`config.mk`:
```
export PLATFORM = sky130hd
export DESIGN_NAME = alu_sequencer
export DESIGN_NICKNAME = d
export VERILOG_FILES = /design/src/rtl/alu_sequencer.sv
export SDC_FILE = /design/constraint.sdc
export NUM_CORES = 1
export LEC_CHECK = 0
export ABC_AREA = 1
export CAP_MARGIN = 0
export CELL_PAD_IN_SITES_DETAIL_PLACEMENT = 1
export CELL_PAD_IN_SITES_GLOBAL_PLACEMENT = 2
export CORE_UTILIZATION = 26
export DETAILED_ROUTE_END_ITERATION = 10
export GPL_TIMING_DRIVEN = 0
export PLACE_DENSITY_LB_ADDON = 0.3
export SLEW_MARGIN = 20
export SYNTH_ARGS = -nofsm -noshare
export SYNTH_HDL_FRONTEND = slang
export SYNTH_SLANG_ARGS = --single-unit
```
`constraint.sdc`:
```
create_clock -name iCLK -period 1.25 [get_ports iCLK]
set_input_delay 0.25 -clock iCLK [delete_from_list [all_inputs] [get_ports iCLK]]
set_output_delay 0.25 -clock iCLK [all_outputs]
set_load 0.01 [all_outputs]
```
`src/rtl/alu_sequencer.sv`:
```
`default_nettype none
// +---------------------------------------------------------------------------+
// | alu_sequencer: fetch/decode/execute controller for the 8-bit accumulator  |
// | ALU. Optional single-step mode: define SEQ_SINGLE_STEP_EN. Rev 1.0        |
// +---------------------------------------------------------------------------+
module alu_sequencer #(
  parameter logic [3:0]  START_PC   = 4'd0,
  parameter int unsigned WAIT_LIMIT = 15
) (
  input  logic       iCLK,
  input  logic       iRST_N,
  input  logic       iSTART,
`ifdef SEQ_SINGLE_STEP_EN
  input  logic       iSTEP,
`endif
  output logic [3:0] oMEM_ADDR,
  output logic       oMEM_RD,
  output logic       oMEM_WR,
  output logic [7:0] oMEM_WDATA,
  input  logic [7:0] iMEM_RDATA,
  input  logic       iMEM_READY,
  output logic [3:0] oALU_OP,
  output logic [7:0] oALU_IN1,
  output logic [7:0] oALU_IN2,
  input  logic [7:0] iALU_Z,
  output logic [7:0] oACC,
  output logic [3:0] oPC,
  output logic       oBUSY,
  output logic       oHALT,
  output logic       oERR
);

  localparam logic [3:0] OP_ADD    = 4'h4;
  localparam logic [3:0] OP_STA    = 4'h5;
  localparam logic [3:0] OP_LDA    = 4'h6;
  localparam logic [3:0] OP_JMP    = 4'h7;
  localparam logic [3:0] OP_HLT    = 4'hF;
  localparam logic [3:0] ALU_IDLE  = 4'hF;
  localparam logic [7:0] WAIT_LAST = 8'(WAIT_LIMIT - 1);

  typedef enum logic [2:0] {
    S_IDLE     = 3'd0,
    S_FETCH    = 3'd1,
    S_DECODE   = 3'd2,
    S_OPRD     = 3'd3,
    S_EXEC     = 3'd4,
    S_STORE    = 3'd5,
    S_HALT     = 3'd6
`ifdef SEQ_SINGLE_STEP_EN
    ,S_STEPWAIT = 3'd7
`endif
  } state_t;

  // Every path that would enter FETCH goes through FETCH_ENTRY; in step mode
  // that is STEPWAIT, where no request is raised and BUSY stays low.
`ifdef SEQ_SINGLE_STEP_EN
  localparam state_t FETCH_ENTRY  = S_STEPWAIT;
  localparam logic   FETCH_DIRECT = 1'b0;
`else
  localparam state_t FETCH_ENTRY  = S_FETCH;
  localparam logic   FETCH_DIRECT = 1'b1;
`endif

  state_t     state_q;
  logic [3:0] pc_q;
  logic [7:0] ir_q;
  logic [7:0] acc_q;
  logic [7:0] opr_q;
  logic [7:0] wait_q;
  logic [3:0] addr_q;
  logic [7:0] wdata_q;
  logic [3:0] alu_op_q;
  logic       rd_q;
  logic       wr_q;
  logic       busy_q;
  logic       halt_q;
  logic       err_q;

  logic [3:0] opcode_d;
  logic [3:0] pc_inc_d;

  assign opcode_d = ir_q[7:4];
  assign pc_inc_d = pc_q + 4'd1;

  always_ff @(posedge iCLK or negedge iRST_N) begin
    if (!iRST_N) begin
      state_q  <= S_IDLE;
      pc_q     <= START_PC;
      ir_q     <= 8'h00;
      acc_q    <= 8'h00;
      opr_q    <= 8'h00;
      wait_q   <= 8'h00;
      addr_q   <= 4'h0;
      wdata_q  <= 8'h00;
      alu_op_q <= ALU_IDLE;
      rd_q     <= 1'b0;
      wr_q     <= 1'b0;
      busy_q   <= 1'b0;
      halt_q   <= 1'b0;
      err_q    <= 1'b0;
    end else begin
      case (state_q)
        S_IDLE, S_HALT: begin
          if (iSTART) begin
            pc_q    <= START_PC;
            err_q   <= 1'b0;
            halt_q  <= 1'b0;
            state_q <= FETCH_ENTRY;
            rd_q    <= FETCH_DIRECT;
            busy_q  <= FETCH_DIRECT;
            addr_q  <= START_PC;
            wait_q  <= 8'h00;
          end
        end

        // Shared handshake for instruction fetch, operand read and store.
        S_FETCH, S_OPRD, S_STORE: begin
          if (iMEM_READY) begin
            rd_q <= 1'b0;
            wr_q <= 1'b0;
            if (state_q == S_FETCH) begin
              ir_q    <= iMEM_RDATA;
              pc_q    <= pc_inc_d;
              state_q <= S_DECODE;
            end else if (state_q == S_OPRD) begin
              opr_q    <= iMEM_RDATA;
              alu_op_q <= opcode_d;
              state_q  <= S_EXEC;
            end else begin
              state_q <= FETCH_ENTRY;
              rd_q    <= FETCH_DIRECT;
              busy_q  <= FETCH_DIRECT;
              addr_q  <= pc_q;
              wait_q  <= 8'h00;
            end
          end else if (wait_q == WAIT_LAST) begin
            rd_q    <= 1'b0;
            wr_q    <= 1'b0;
            err_q   <= 1'b1;
            halt_q  <= 1'b1;
            busy_q  <= 1'b0;
            state_q <= S_HALT;
          end else begin
            wait_q <= wait_q + 8'd1;
          end
        end

        S_DECODE: begin
          case (opcode_d)
            4'h0, 4'h1, 4'h2, 4'h3: begin
              alu_op_q <= opcode_d;
              state_q  <= S_EXEC;
            end
            OP_ADD, OP_LDA: begin
              rd_q    <= 1'b1;
              addr_q  <= ir_q[3:0];
              wait_q  <= 8'h00;
              state_q <= S_OPRD;
            end
            OP_STA: begin
              wr_q    <= 1'b1;
              addr_q  <= ir_q[3:0];
              wdata_q <= acc_q;
              wait_q  <= 8'h00;
              state_q <= S_STORE;
            end
            OP_JMP: begin
              pc_q    <= ir_q[3:0];
              state_q <= FETCH_ENTRY;
              rd_q    <= FETCH_DIRECT;
              busy_q  <= FETCH_DIRECT;
              addr_q  <= ir_q[3:0];
              wait_q  <= 8'h00;
            end
            OP_HLT: begin
              halt_q  <= 1'b1;
              busy_q  <= 1'b0;
              state_q <= S_HALT;
            end
            default: begin
              state_q <= FETCH_ENTRY;
              rd_q    <= FETCH_DIRECT;
              busy_q  <= FETCH_DIRECT;
              addr_q  <= pc_q;
              wait_q  <= 8'h00;
            end
          endcase
        end

        S_EXEC: begin
          acc_q    <= iALU_Z;
          alu_op_q <= ALU_IDLE;
          state_q  <= FETCH_ENTRY;
          rd_q     <= FETCH_DIRECT;
          busy_q   <= FETCH_DIRECT;
          addr_q   <= pc_q;
          wait_q   <= 8'h00;
        end

`ifdef SEQ_SINGLE_STEP_EN
        S_STEPWAIT: begin
          if (iSTEP) begin
            state_q <= S_FETCH;
            rd_q    <= 1'b1;
            busy_q  <= 1'b1;
            addr_q  <= pc_q;
            wait_q  <= 8'h00;
          end
        end
`endif

        default: begin
          state_q  <= S_IDLE;
          rd_q     <= 1'b0;
          wr_q     <= 1'b0;
          busy_q   <= 1'b0;
          halt_q   <= 1'b0;
          alu_op_q <= ALU_IDLE;
        end
      endcase
    end
  end

  assign oMEM_ADDR  = addr_q;
  assign oMEM_RD    = rd_q;
  assign oMEM_WR    = wr_q;
  assign oMEM_WDATA = wdata_q;
  assign oALU_OP    = alu_op_q;
  assign oALU_IN1   = acc_q;
  assign oALU_IN2   = opr_q;
  assign oACC       = acc_q;
  assign oPC        = pc_q;
  assign oBUSY      = busy_q;
  assign oHALT      = halt_q;
  assign oERR       = err_q;

endmodule
`default_nettype wire
```
==> run metrics, run 1 <==
Synth top area share 0.457; Clock Power Share 0.202; pwr/cell area between 2000 and 3000 mW/mm²; remaining antenna violation count 0; min setup slack post-route -0.184 ns; mux cell area share after synthesis 0; # IOs 69; Layout Skew 0.0104 ns; Hold Crit Class input port to async pin; VDD IR max 0.993 mV; Combinational Power Share 0.555; nature of the critical path endpoint flop; Syn Area/Cell 7.93 µm²; most used cell, CP nand2_8; crit-path cells buf_6 > nand2_8 > nand2_8 > nor2_4 > o21ai_4 > buf_4 > or2_4 > nand2_2; TritonCTS Sinks 60; Seq/Total Area, Yosys 0.491; failing checks negative setup slack; slowest cell on the critical path dfrtp_1; Chip Height 111 µm; clock tree buffer depth 2; hold_ws 0.361 ns; CP required 1.51 ns; Die Wd 111 µm; die area 0.0122 mm²; post-synthesis cell count 387; area share of fa/ha/maj cells after synthesis 0.0122; FMAX 0.698 GHz; # Max-Cap Violations 0; placed wire-length estimate 6.43 mm; global-route wire length before repair ~17 mm; outcome finished with violations; pin count of the biggest net entering global routing 41; Synth Area in XOR/XNOR 0.0143; P_sw between 5000 and 6000 µW; R2R Path Start state_q[1]; drt pass-1 iters 4; worst rel slew slack 0.790; Worst Path Max Fanout 6; leak pwr 0.00259 µW; Vias roughly 3k; all-layer global routing usage 0.171; number of antenna violations at the first check in global routing 0; WS Path Type flop to flop; total detailed-routing wirelength about 10 mm; main combinational cell family by area after synthesis simple AND/OR/NAND/NOR gates; Int Pwr 8160 µW; pre-CTS WS -0.677 ns; Antenna Cells 0; mapped cell area 0.00307 mm²; Wirelength per Cell 14.9 µm; Tmin final 1.43 ns; flops & latches, synth 60; Synth area leaders dfrtp_1, nand2_1, inv_1, o21ai_0, o21ai_1; root buffer cell clkbuf_16; synth warn 0; post-synthesis compound-gate area fraction 0.101; Syn Nets 410; Area growth syn-to-layout 73.4%; Simple-Gate Fraction of Synth Area 0.289; vias in the first global route 3205; Final setup viols 56; TNS Setup -4.72 ns; DP Area 0.00395 mm²; R2R Path End wait_q[1]; Yosys top cell by area dfrtp_1; design area approximately 0.0053 mm²; DRT iter0 DRCs 67; gr ovfl total 0; Layout fillers 1301; Clock transition at path regs around 0.050 ns; crit share post-route 1.15; Via density between 4 and 5; Worst-Margin Slew 0.315 ns; synth unique cells 34; # rows 39; Flop pwr share 0.244; CP max stage delay 0.37 ns; nets 545; total CTS buffers 9; R2R setup slack -0.18 ns; CP Launch Type flop; Starting Density 0.268; Worst R2R Path Depth 8; crit path DAT 1.70 ns; worst skew pair latency 0.33 ns; H-tree Lvls 3; final hold violation count 0; Sw Share 0.405; core area ~0.011 mm²; Max Slew Vio Count 0; layout cells sized above 1 0.495; Final Core Density 0.464; unrepaired setup endpoints after global routing yes; drt drc 0; CTS tree yes; RD Place Congestion ~0.77; Port Buf Inserts 68
## layout make-up
type | count | area, µm² | share of cell area
Multi-Input combinational cell | 267 | 1760 | 0.330
Sequential cell | 60 | 1520 | 0.285
Timing Repair Buffer | 124 | 1170 | 0.220
Tap cell | 143 | 179 | 0.0336
Clock inverter | 5 | 83.8 | 0.0158
Buffer | 16 | 176 | 0.0332
Clock buffer | 11 | 253 | 0.0475
Inverter | 44 | 185 | 0.0348
## worst max-delay path by stage
| stage | start | endpoint | slack [ns] |
|---|---|---|---|
| after floorplan | wait_q[0] | wait_q[3] | -0.04 |
| after global placement | iRST_N | oBUSY | -2.12 |
| after detailed placement | iMEM_READY | oALU_IN2[3] | -0.68 |
| after CTS | state_q[2] | wait_q[1] | -0.14 |
| after global routing | state_q[1] | oPC[3] | -0.24 |
| final | state_q[1] | wait_q[1] | -0.18 |
## cells in the mapped netlist, drive strengths merged
cell / number
a31o: 1
nand4: 3
o21ai: 48
dfrtp: 56
o211ai: 1
ha: 3
a21oi: 5
o22ai: 1
xor2: 3
a31oi: 1
nor4: 1
nand2: 137
xnor2: 2
nor2: 32
dfstp: 4
nand3b: 1
nand3: 22
inv: 44
buf: 15
a21boi: 2
clkbuf: 1
or2: 4
## cells by family after synthesis
kind of cell,count (synthesis)
AOI/OAI and AO/OA,59
and+or+nand+nor,200
adders and majority gates,3
DFF,60
buffers and inverters,60
xor gates and xnor gates,5
## flip-flops by register name, summed over array words and instances (netlist names)
register and cells:
ir_q 8, oACC 8, oALU_IN2 8, oALU_OP 4
oBUSY 1, oERR 1, oHALT 1, oMEM_ADDR 4
oMEM_RD 1, oMEM_WDATA 8, oMEM_WR 1, oPC 4
state_q 3, wait_q 8
## metrics by stage
step	cells	power (µW)
3_5_place_dp	599	8490
5_1_grt	670	14600
2_1_floorplan	387	6230
3_3_place_gp	598	8400
4_1_cts	661	12700
6_report	670	13700
## cells in the final DEF (no fill, tap or decap), types with 3 or more instances in the layout
master           count
nand4_1              3
nor2_1              16
inv_2                8
dfrtp_1             48
nand2_2             58
buf_6               37
inv_1               32
a21oi_1              3
buf_4               37
o21ai_0              5
nand2_8              5
clkbuf_16            9
dfstp_2              4
dfrtp_2              8
nand3_4              4
xor2_1               3
nor2_4              10
buf_8                4
nand2_1             65
o21ai_1             23
or2_4                3
o21ai_2             18
clkbuf_2            11
nand2_4              9
buf_12               3
buf_2                4
nand3_1             17
clkdlybuf4s50_1     17
nor2_2               6
clkdlybuf4s15_1     21
## power by group through the flow
stage | Combinational, µW | Sequential, µW | Clock [µW]
after CTS | 6600 | 3280 | 2830
final | 7610 | 3340 | 2770
after global routing | 8290 | 3440 | 2910
after floorplan | 2800 | 3440 | 0
after global placement | 5100 | 3300 | 0
after detailed placement | 5180 | 3310 | 0
## layer usage
metal	wire length, µm	up-vias	track usage
li1	-	1494	-
met1	4660	1501	0.219
met2	4980	43	0.294
met3	221	11	0.0302
met4	126	0	0.0507
met5	0	-	0
## worst max-delay path: cells and delay by family (launching register included)
kind,cells,cell delay [ns]
buffers and inverters,2,0.30
AO/OA/AOI/OAI,1,0.08
flip-flops,1,0.37
AND/OR/NAND/NOR,5,0.61
## repair_timing
item                                    in CTS  in global routing
hold buffers                                 1                  0
resized for setup                          253                113
gates cloned                                 5                  0
endpoints found under the hold margin       20                  0
buffers inserted                            40                 12
endpoints found under the setup margin     109                 86
pin swaps                                   32                 22
Power figures use the tool's default switching activity.
==> inputs of run 2 (changes only) <==
--- a/config.mk
+++ b/config.mk
@@ -5,13 +5,13 @@
 export SDC_FILE = /design/constraint.sdc
 export NUM_CORES = 1
 export LEC_CHECK = 0
-export ABC_AREA = 1
 export CAP_MARGIN = 0
 export CELL_PAD_IN_SITES_DETAIL_PLACEMENT = 1
 export CELL_PAD_IN_SITES_GLOBAL_PLACEMENT = 2
-export CORE_UTILIZATION = 26
+export CORE_UTILIZATION = 28
 export DETAILED_ROUTE_END_ITERATION = 10
 export GPL_TIMING_DRIVEN = 0
+export MAX_ROUTING_LAYER = met4
 export PLACE_DENSITY_LB_ADDON = 0.3
 export SLEW_MARGIN = 20
 export SYNTH_ARGS = -nofsm -noshare
==> run 2 against run 1 <==
Compared with the run above:
- the run still ends with negative setup slack left
- core utilization increased by 3.6 points
- wire length increased by 5.2%
- global-route usage increased by 2.4 points
- power increased by 9.0%
- clock-buffer cell count decreased by 1
- die area decreased by 7.9%
- clock power decreased by 33%
- critical path depth decreased by 1
- non-clock buffer count increased by 19
- fmax decreased by 32%
- register-to-register slack got worse by 0.66 ns
- critical path type unchanged
- critical endpoint is now oBUSY
- largest cell class unchanged
- largest power group unchanged
==> run metrics, run 2 <==
Chip Height ~110 µm; synth warn 0; # Max-Cap Violations 0; Combinational Power Share 0.642; core area 0.0104 mm²; Seq/Total Area, Yosys 0.496; VDD IR max roughly 0.9 mV; mapped cell area 0.00304 mm²; drt drc 0; die area around 0.011 mm²; # IOs 69; Layout fillers 1113; Synth Flop Type dfrtp_1; CP Launch Type flop; nets 459; min setup slack post-route -0.847 ns; Tmin final about 2.1 ns; placed wire-length estimate 6.21 mm; CTS tree yes; root buffer cell clkbuf_8; Final setup viols 69; Int Pwr approximately 9200 µW; Starting Density 0.292; CP max stage delay 0.42 ns; TNS Setup -32.02 ns; P_sw 5730 µW; Port Buf Inserts 68; Syn Area/Cell between 10 and 15 µm²; # rows 37; Vias 2848; synth unique cells 57; crit-path cells inv_2 > ha_1 > or4b_1 > or3_4 > a21oi_4 > o21ai_2 > mux2_4; final hold violation count 0; RD Place Congestion around 0.77; slowest cell on the critical path or4b_1; H-tree Lvls 3; worst skew pair latency 0.35 ns; remaining antenna violation count 0; Worst Path Max Fanout 6; most numerous cell in the Yosys netlist dfrtp_1; Placed Cells a little under 500; all-layer global routing usage 0.195; Antenna Cells 0; failing checks negative setup slack; Post-synth EDFFs 0; Yosys top cell by area dfrtp_1; worst rel slew slack 0.559; total detailed-routing wirelength 10.5 mm; Synth area leaders dfrtp_1, mux2_2, dfstp_2, a21oi_1, nor2_1; nature of the critical path endpoint flop; FMAX 0.477 GHz; Worst R2R Path Depth 7; Sw Share 0.383; crit share post-route 1.68; Flop pwr share 0.233; pwr/cell area 2870 mW/mm²; WS Path Type flop to flop; vias in the first global route 3050; Post-synth top cells dfrtp_1, mux2_2, nor2_1; layout cells sized above 1 0.592; Clock Power Share 0.125; total CTS buffers 9; Clock transition at path regs 0.08 ns; Via density 4.94; post-synthesis cell count 286; Synth top area share 0.461; Wirelength per Cell 18.2 µm; DRT iter0 DRCs about 120; Layout Skew approximately 0.012 ns; pin count of the biggest net entering global routing 37; leak pwr roughly 0.0024 µW; Post-synth ARST share 1.00; outcome finished with violations; Finished Layout Cells approximately 580; TritonCTS Sinks 60; Max Slew Vio Count 0; global-route wire length before repair 16.6 mm; clock tree buffer depth 2; CP required 1.48 ns; Worst-Margin Slew 0.655 ns; unrepaired setup endpoints after global routing yes; drt pass-1 iters 4; Hold Crit Class input port to async pin; flops & latches, synth 60; Syn Nets 309; most frequent cells in the layout buf_4, dfrtp_1, buf_6, mux2_4, clkbuf_2; Final Core Density 0.500; number of antenna violations at the first check in global routing 0; Area growth syn-to-layout 71.4%; crit path DAT 2.33 ns; gr ovfl total 0; Die Wd 106 µm
[run 2: cell count changes after synthesis, moves of 5 or more]
cell      before  now
a21oi_1        5   18
a22o_1         0    6
inv_1         37    4
inv_2          6    0
mux2_2         0   36
nand2_1      128   20
nand2_2        5    0
nand2b_1       0    5
nand3_1       19   11
o21ai_0       26   17
o21ai_1       22    0
[run 2: per-stage QoR]
stage | total power, µW | setup WS, ns | hold slack (ns) | area [µm²]
after floorplan | 7680 | -0.773 | -0.0456 | 3330
after global placement | 10100 | -2.38 | 0.474 | 4190
after detailed placement | 10200 | -0.930 | 0.190 | 4200
after CTS | 14300 | -0.901 | 0.350 | 5110
after global routing | 15800 | -0.907 | 0.364 | 5210
final | 15000 | -0.847 | 0.347 | 5210
[run 2: final timing paths]
path,start,to,slack [ns]
hold reg to reg,oMEM_WDATA[7],oMEM_WDATA[7],0.51
setup / recovery,wait_q[0],oBUSY,-0.85
hold / removal,iRST_N,oMEM_WDATA[3],0.35
max in group asynchronous,iRST_N,oALU_OP[2],0.33
setup reg to reg,wait_q[0],oBUSY,-0.85
min in group iCLK,oMEM_WDATA[7],oMEM_WDATA[7],0.51
[run 2: power groups by stage]
stage	clock (µW)	sequential (µW)	combinational [µW]
6_report	1860	3490	9610
5_1_grt	2010	3590	10200
3_5_place_dp	0	3580	6620
3_3_place_gp	0	3560	6540
2_1_floorplan	0	3660	4020
4_1_cts	1910	3460	8910
[run 2: logic make-up (layout without fill, tap and decap cells)]
| kind of cell | after synthesis | after routing | share of synthesized area |
|---|---|---|---|
| and+or+nand+nor | 88 | 89 | 0.152 |
| AOI/OAI and AO/OA | 71 | 71 | 0.152 |
| DFF | 60 | 60 | 0.496 |
| muxes | 37 | 37 | 0.138 |
| buffers and inverters | 25 | 179 | 0.0437 |
| adders and majority gates | 3 | 3 | 0.0124 |
| xor gates and xnor gates | 2 | 2 | 0.00577 |
[run 2: area by class of cell]
class / count / area (µm²) / share of cell area
Clock inverter: 6 / 68.8 / 0.0132
Multi-Input combinational cell: 202 / 1800 / 0.346
Clock buffer: 10 / 138 / 0.0264
Sequential cell: 60 / 1520 / 0.292
Inverter: 4 / 26.3 / 0.00505
Tap cell: 136 / 170 / 0.0327
Timing Repair Buffer: 146 / 1300 / 0.250
Buffer: 13 / 184 / 0.0353
[run 2: critical path: cells and delay by family, from the launching register on]
family / cells / cell delay [ns]
buffers and inverters: 1 / 0.06
adder cells (fa/ha/maj): 1 / 0.13
AO/OA/AOI/OAI: 2 / 0.25
multiplexers: 1 / 0.29
AND/OR/NAND/NOR: 2 / 0.83
flip-flops: 1 / 0.41
[run 2: what timing repair did]
action / CTS / global route
setup buffers: 56 / 24
hold endpoints to repair: 24 / 0
cloned: 2 / 2
pin swaps: 17 / 23
resized for setup: 226 / 72
hold buffers: 1 / 0
setup endpoints to repair: 109 / 103
[run 2: metal layers]
metal	global-route usage	part of all wire	routed length [µm]	up-vias
met5	-	0	0	-
met4	0.0536	0.012	125	0
met3	0.0405	0.024	255	9
met2	0.310	0.51	5360	45
met1	0.253	0.45	4760	1440
li1	-	-	-	1354
==> inputs of run 3 (changes only) <==
--- a/config.mk
+++ b/config.mk
@@ -11,7 +11,6 @@
 export CORE_UTILIZATION = 28
 export DETAILED_ROUTE_END_ITERATION = 10
 export GPL_TIMING_DRIVEN = 0
-export MAX_ROUTING_LAYER = met4
 export PLACE_DENSITY_LB_ADDON = 0.3
 export SLEW_MARGIN = 20
 export SYNTH_ARGS = -nofsm -noshare
==> run 3 against run 2 <==
Compared with the run above:
- the flow still finishes with violations (negative setup slack)
- register-to-register slack about the same
- sequential power about the same
- combinational power up 0.4%
- first-iteration DRC count down 3.4%
- sequential share of layout area about the same
- global-route usage down 0.53 points
- clock power about the same
- wire length up 1.0%
- fmax down 0.16%
- highest routed layer unchanged
==> run metrics, run 3 (synthesized netlist as in run 2, its figures left out) <==
Tmin final 2.10 ns; Clock transition at path regs around 0.080 ns; global-route wire length before repair 16.6 mm; drt drc 0; layout cells sized above 1 0.591; DRT iter0 DRCs 115; remaining antenna violation count 0; Layout Skew 0.0143 ns; Combinational Power Share 0.643; all-layer global routing usage 0.190; Reg area roughly 0.0015 mm²; Placed Cells about 500; R2R setup slack -0.85 ns; RD Place Congestion 0.762; Max Slew Vio Count 0; CTS tree yes; multi-input combinational cell area 0.00181 mm²; core area 0.0104 mm²; crit path DAT 2.33 ns; Port Buf Inserts 68; Via density 5.00; CP required 1.48 ns; nets around 460; Area growth syn-to-layout 71.5%; min setup slack post-route -0.851 ns; Final setup viols 69; # Max-Cap Violations 0; TritonCTS Sinks 60; Worst-Margin Slew 0.696 ns; R2R Path Start wait_q[0]; Wirelength per Cell ~18 µm; nature of the critical path endpoint flop; Antenna Cells 0; failing checks negative setup slack; Vias 2882; Setup crit start wait_q[0]; crit path to oBUSY; CP Launch Type flop; Sw Share 0.384; Worst R2R Path Depth 7; unrepaired setup endpoints after global routing yes; drt pass-1 iters 4; pre-CTS WS -0.930 ns; commonest non-fill, non-tap cell in the layout dfrtp_1; H-tree Lvls 3; placed wire-length estimate just over 6 mm; vias in the first global route ~3.1k; Chip Height 106 µm; worst rel slew slack 0.532; Layout fillers 1113; WS Path Type flop to flop; clock tree buffer depth 2; P_sw 5760 µW; Starting Density 0.292; # rows 37; most frequent cells in the layout dfrtp_1, buf_4, buf_6, mux2_4, clkbuf_2; FMAX 0.476 GHz; Hold Crit Class input port to async pin; die area 0.0113 mm²; Finished Layout Cells 576; Int Pwr roughly 9200 µW; Flop pwr share 0.232; number of antenna violations at the first check in global routing 0; Worst Path Max Fanout 6; R2R Path End oBUSY; final hold violation count 0; total CTS buffers 9; Die Wd between 100 and 150 µm; TNS Setup -30.82 ns; Clock Power Share 0.124; # IOs 69; root buffer cell clkbuf_8; VDD IR max approximately 0.94 mV; crit share post-route 1.68; pwr/cell area 2880 mW/mm²; outcome finished with violations; worst skew pair latency 0.36 ns; pin count of the biggest net entering global routing 37; gr ovfl total 0; total detailed-routing wirelength 10.6 mm; leak pwr 0.00236 µW; Final Core Density 0.500
run 3: changes by cell type in the layout (fill, tap and decap cells not counted), sizes merged:
| cell | change |
|---|---|
| buf | -1 |
run 3: how the worst min path moves through the flow:
stage | start | end | cells after the start | slack (ns)
2_1_floorplan | iRST_N | ir_q[0] | 0 | -0.05
3_3_place_gp | oHALT | oHALT | 2 | 0.47
3_5_place_dp | iRST_N | oMEM_WDATA[3] | 1 | 0.19
4_1_cts | iRST_N | oMEM_WDATA[3] | 2 | 0.35
5_1_grt | iRST_N | oMEM_WDATA[3] | 2 | 0.36
6_report | iRST_N | oMEM_WDATA[3] | 2 | 0.34
run 3: power groups by stage:
stage               clock network [µW]  registers (µW)  logic, µW
floorplan                            0            3660       4020
global placement                     0            3560       6540
detailed placement                   0            3580       6620
CTS                               1910            3460       8910
global route                      2010            3590      10300
finish                            1860            3490       9650
run 3: critical path, cell delays in order (launching register included):
cell,delay (ns)
dfrtp_2,0.41
inv_2,0.06
ha_1,0.13
or4b_1,0.43
or3_4,0.41
a21oi_4,0.17
o21ai_2,0.08
mux2_4,0.29
run 3: what timing repair did:
item	in CTS	in global routing
endpoints found under the setup margin	109	103
pin swaps	17	22
gates resized for setup	226	75
cloned	2	2
setup buffers	56	24
hold buffers	1	0
endpoints found under the hold margin	24	0
run 3: per-stage QoR:
step	hold WS (ns)	instance area, µm²	power [µW]
finish	0.344	5210	15000
detailed placement	0.190	4200	10200
global route	0.361	5210	15900
floorplan	-0.0456	3330	7680
global placement	0.474	4190	10100
CTS	0.350	5110	14300
run 3: final cells by class:
class                           count  share of cell area
Multi-Input combinational cell    202               0.346
Sequential cell                    60               0.291
Timing Repair Buffer              145               0.249
Buffer                             13              0.0353
Tap cell                          136              0.0327
Clock buffer                       10              0.0264
Clock inverter                      6              0.0132
Inverter                            4             0.00504
run 3: routing by layer:
| layer | global-route usage | share of wire | vias to the layer above |
|---|---|---|---|
| li1 | - | - | 1352 |
| met1 | 0.254 | 0.44 | 1453 |
| met2 | 0.310 | 0.51 | 59 |
| met3 | 0.0405 | 0.032 | 18 |
| met4 | 0.0536 | 0.018 | 0 |
| met5 | 0 | 0 | - |
